--- src/rtl/wb_regfile_pkg.sv ---
// wb_regfile_pkg: register-file geometry shared by the writeback register file and its commit tracker.
package wb_regfile_pkg;
  localparam int XLEN_DEF = 32;
  localparam int NUM_REGS = 32;
  localparam int REG_AW = 5;
  localparam logic [REG_AW-1:0] REG_SP = 5'd2;
  typedef logic [REG_AW-1:0] reg_idx_t;
endpackage

--- src/rtl/wb_commit_tracker.sv ---
// wb_commit_tracker: retired-instruction counter and last-commit capture for debug.
module wb_commit_tracker
  import wb_regfile_pkg::*;
#(
  parameter int XLEN = XLEN_DEF,
  parameter int CNT_W = 64
) (
  input  logic             clk_cpu,
  input  logic             rst_cpu,
  input  logic             have_inst,
  input  logic             rd_we_wb,
  input  reg_idx_t         rd_wb,
  input  logic [XLEN-1:0]  data_wb,
  input  logic [31:0]      pc_wb,
  output logic [CNT_W-1:0] instret,
  output logic [31:0]      last_pc,
  output reg_idx_t         last_rd,
  output logic [XLEN-1:0]  last_data
);
  always_ff @(posedge clk_cpu or posedge rst_cpu) begin
    if (rst_cpu) begin
      instret   <= '0;
      last_pc   <= '0;
      last_rd   <= '0;
      last_data <= '0;
    end else if (have_inst) begin
      instret   <= instret + CNT_W'(1);
      last_pc   <= pc_wb;
      last_rd   <= rd_we_wb ? rd_wb : '0;
      last_data <= (rd_we_wb && rd_wb != '0) ? data_wb : '0;
    end
  end
endmodule

--- src/rtl/wb_regfile.sv ---
// wb_regfile: architectural register file with WB->ID write-through bypass on both read ports,
// hardwired x0, and a debug read port that sees only the committed array.
module wb_regfile
  import wb_regfile_pkg::*;
#(
  parameter int XLEN = XLEN_DEF,
  parameter int CNT_W = 64,
  parameter logic [XLEN-1:0] SP_INIT = '0
) (
  input  logic             clk_cpu,
  input  logic             rst_cpu,
  input  logic             rd_we_wb,
  input  logic [4:0]       rd_wb,
  input  logic [XLEN-1:0]  data_wb,
  input  logic [31:0]      pc_wb,
  input  logic             have_inst,
  input  logic [4:0]       rs1_id,
  input  logic [4:0]       rs2_id,
  output logic [XLEN-1:0]  rD1,
  output logic [XLEN-1:0]  rD2,
  input  logic [4:0]       dbg_addr,
  output logic [XLEN-1:0]  dbg_data,
  output logic [CNT_W-1:0] instret,
  output logic [31:0]      last_pc,
  output logic [4:0]       last_rd,
  output logic [XLEN-1:0]  last_data
);
  logic [XLEN-1:0] r_regs [NUM_REGS];
  logic            w_wr;

  assign w_wr = rd_we_wb && rd_wb != '0;

  always_ff @(posedge clk_cpu or posedge rst_cpu) begin
    if (rst_cpu) begin
      for (int i = 0; i < NUM_REGS; i++) r_regs[i] <= (i == int'(REG_SP)) ? SP_INIT : '0;
    end else if (w_wr) begin
      r_regs[rd_wb] <= data_wb;
    end
  end

  // Bypass lets decode see the value being written back in this very cycle.
  assign rD1 = (rs1_id == '0) ? '0 : (rd_we_wb && rd_wb == rs1_id) ? data_wb : r_regs[rs1_id];
  assign rD2 = (rs2_id == '0) ? '0 : (rd_we_wb && rd_wb == rs2_id) ? data_wb : r_regs[rs2_id];
  assign dbg_data = (dbg_addr == '0) ? '0 : r_regs[dbg_addr];

  wb_commit_tracker #(.XLEN(XLEN), .CNT_W(CNT_W)) u_commit (
    .clk_cpu  (clk_cpu),
    .rst_cpu  (rst_cpu),
    .have_inst(have_inst),
    .rd_we_wb (rd_we_wb),
    .rd_wb    (rd_wb),
    .data_wb  (data_wb),
    .pc_wb    (pc_wb),
    .instret  (instret),
    .last_pc  (last_pc),
    .last_rd  (last_rd),
    .last_data(last_data)
  );
endmodule

--- config.mk ---
export PLATFORM = sky130hd
export DESIGN_NAME = wb_regfile
export DESIGN_NICKNAME = d
export VERILOG_FILES = /design/src/rtl/wb_regfile_pkg.sv /design/src/rtl/wb_commit_tracker.sv /design/src/rtl/wb_regfile.sv
export SDC_FILE = /design/constraint.sdc
export NUM_CORES = 2
export LEC_CHECK = 0
export ABC_CLOCK_PERIOD_IN_PS = 42300
export CAP_MARGIN = 20
export CORE_MARGIN = 8
export CORE_UTILIZATION = 40
export DETAILED_ROUTE_END_ITERATION = 7
export PLACE_DENSITY = 0.63
export SLEW_MARGIN = 20
export SYNTH_ARGS = -nofsm -noshare
export SYNTH_HDL_FRONTEND = slang
export SYNTH_SLANG_ARGS = --single-unit
--- constraint.sdc ---
create_clock -name clk_cpu -period 42.3 [get_ports clk_cpu]
set_input_delay 6.345 -clock clk_cpu [delete_from_list [all_inputs] [get_ports clk_cpu]]
set_output_delay 6.345 -clock clk_cpu [all_outputs]
set_load 0.02 [all_outputs]
==> impl_metrics.json <==
{
  "status": "complete, no violations",
  "worstHoldStart": "r_regs[1007]",
  "drv_cap": 0,
  "syn_area_um2": 68300,
  "drt_iter0_markers": 5612,
  "required_ns": 35.95,
  "cts_tree": "built",
  "drive_gt1_frac": 0.453,
  "ys_warn_count": 0,
  "io_buffers": 316,
  "clkSinkCount": 1157,
  "worst_slew_pin_slew_ns": 1.18,
  "hold_path_end": "r_regs[1007]",
  "ys_ff_latch": 1157,
  "path_max_fanout": 64,
  "timing.fmax_mhz": 56.1,
  "drc": 0,
  "finalSetupViolCount": 0,
  "grt_usage": 0.274,
  "design.die.area_um2": 184000,
  "synth.yosys.seq_area_share": 0.424,
  "async_flop_share": 1.00,
  "grt_max_degree": 164,
  "hold_viol_final": 0,
  "power_uw": 3600,
  "synth_flop_cell": "dfrtp_1",
  "r2r-start": "u_commit.instret[19]",
  "critPathArrivalTime_ns": 11.49,
  "io_pins": 317,
  "grt_first_pass_wirelength_um": 369000,
  "fin_util": 0.459,
  "r2r-end": "u_commit.instret[49]",
  "whs_path_depth": 0,
  "synth_nets": 4846,
  "peakVddDrop_mv": 0.0520,
  "synthToLayoutAreaGrowth_pct": 14.0,
  "cts-root-buf": "clkbuf_16",
  "critPathKind": "in -> out",
  "clkTransAtPathRegs_ns": 0.06,
  "numCtsBuffers": 133,
  "skew_ns": 0.0187,
  "fp-row-count": 151,
  "rsz0062_at_grt": "no",
  "clk_path_buf_depth": 3,
  "leakage_uw": 0.0324,
  "synth.distinct_cells": 64,
  "die_height_um": 429,
  "tns_ns": 0,
  "htree_num_levels": 4,
  "via_per_inst": 6.77,
  "reg2reg_slack_ns": 39.84,
  "hp-class": "reg -> reg",
  "end_kind": "primary output",
  "postRouteAntennaNets": 0,
  "antenna_found_initial": 15,
  "coreArea_um2": 170000,
  "finalCriticalPeriod_ns": 17.84,
  "fin_hold_ws_ns": 0.402,
  "grt_pass1_vias": 48300,
  "dr.pass1.iters": 7,
  "grt.overflow.total": 0,
  "post-cts-setup-buffers": 0,
  "powerDensity_nw_per_um2": 46.2,
  "syn_inst": 4757,
  "cts_resized": 0,
  "final_common_cell": "dfrtp_1",
  "die_w_um": 429,
  "synth_edf_count": 0,
  "postCtsHoldBufs": 0,
  "start_util": 0.403,
  "gp_congestion": 0.865,
  "layout_worst_path_cycle_share": 0.422,
  "dpl.hpwl_um": 151000,
  "synth_area_per_cell_um2": 14.4,
  "num_vias": 48400,
  "wl_per_cell_um": 36.5,
  "r2r_cells": 5,
  "drv_slew": 0,
  "fillCellCount": 14900,
  "insertion_delay_ns": 0.78,
  "cp-start-kind": "primary input",
  "layout_common_cells": "dfrtp_1, mux2_2, mux4_2",
  "fin_nets": 4908,
  "routed_wl_um": 260000,
  "slew-limit-headroom": 0.213
}
## per-stage QoR
step | cells | cell area (um^2) | setup WS [ns]
CTS | 7141 | 77900 | 24.34
global route | 7142 | 77900 | 24.10
finish | 7144 | 77900 | 24.46
detailed placement | 6901 | 73300 | 24.34
global placement | 6901 | 73300 | 24.37
floorplan | 4757 | 68300 | 3.37
## final cells by class
| type | instances | area (um^2) | area share |
|---|---|---|---|
| flip-flops and latches | 1157 | 29000 | 0.372 |
| diodes | 2 | 5.00 | 0.0000642 |
| inverters | 83 | 319 | 0.00409 |
| well taps | 2218 | 2780 | 0.0356 |
| clock buffers | 199 | 4060 | 0.0520 |
| multi-input cells | 2982 | 36900 | 0.474 |
| clock inverters | 41 | 557 | 0.00715 |
| repair buffers | 462 | 4340 | 0.0557 |
## metal layers
metal  global-route usage  vias to the layer above  wire, um  part of all wire
li1                     -                    18800         -                 -
met4                0.174                       14     19500             0.075
met5                    0                        -        83           0.00032
met3               0.0706                      852     23900             0.092
met1                0.338                    25900     95900              0.37
met2                0.431                     2820    121000              0.47
## report_power, final
part | switching, uW | leakage [uW] | internal, uW
Sequential | 192 | 0.0149 | 1300
Combinational | 385 | 0.0153 | 495
Clock | 495 | 0.00228 | 731
## critical path, cell delays in order
cell             delay, ns
buf_8                 0.58
buf_4                 0.76
buf_4                 0.71
buf_4                 0.82
mux4_2                0.59
mux4_2                0.49
nand2_1               0.11
o21ai_1               0.26
clkdlybuf4s50_1       0.64
## how the worst max path moves through the flow
| stage | start | end | cells after the start |
|---|---|---|---|
| after floorplan | rst_cpu | r_regs[0] | 1 |
| after global placement | dbg_addr[0] | dbg_data[16] | 9 |
| after detailed placement | dbg_addr[0] | dbg_data[16] | 9 |
| after CTS | dbg_addr[0] | dbg_data[16] | 9 |
| after global routing | dbg_addr[0] | dbg_data[16] | 9 |
| final | dbg_addr[0] | dbg_data[16] | 9 |
## registers in the layout (all words and copies together), names as in the netlist
name	cells
r_regs	1024
u_commit.last_rd	5
u_commit.instret	64
u_commit.last_data	32
u_commit.last_pc	32
## kinds of logic after synthesis
| logic type | count (synthesis) | share of synthesized area |
|---|---|---|
| AOI/OAI and AO/OA | 529 | 0.0540 |
| xor gates and xnor gates | 73 | 0.00935 |
| and+or+nand+nor | 400 | 0.0294 |
| muxes | 1979 | 0.442 |
| adders and majority gates | 1 | 0.000183 |
| DFF | 1157 | 0.424 |
| buffers and inverters | 618 | 0.0410 |
## cell usage after synthesis, types with 25 or more instances
cell         n  area, um^2
buf_1       62         233
a22o_1      49         429
o21ai_0     70         350
a22oi_1     90         676
nand2_1    159         597
inv_1       83         312
o22ai_1     47         294
nor2_1      46         173
o21ai_1     30         150
mux4_2     728       16400
and3_1      25         156
nor2b_1     27         169
xnor2_1     48         420
nor3_1      27         135
clkbuf_1   252         946
xor2_1      25         219
o221ai_1    49         429
nand3_1     41         205
a21oi_1     74         370
a211oi_1    58         435
buf_4       34         255
mux2_2    1057       11900
buf_2      169         846
mux2i_1    193        1930
dfrtp_1   1157       29000
Power figures use the tool's default switching activity.
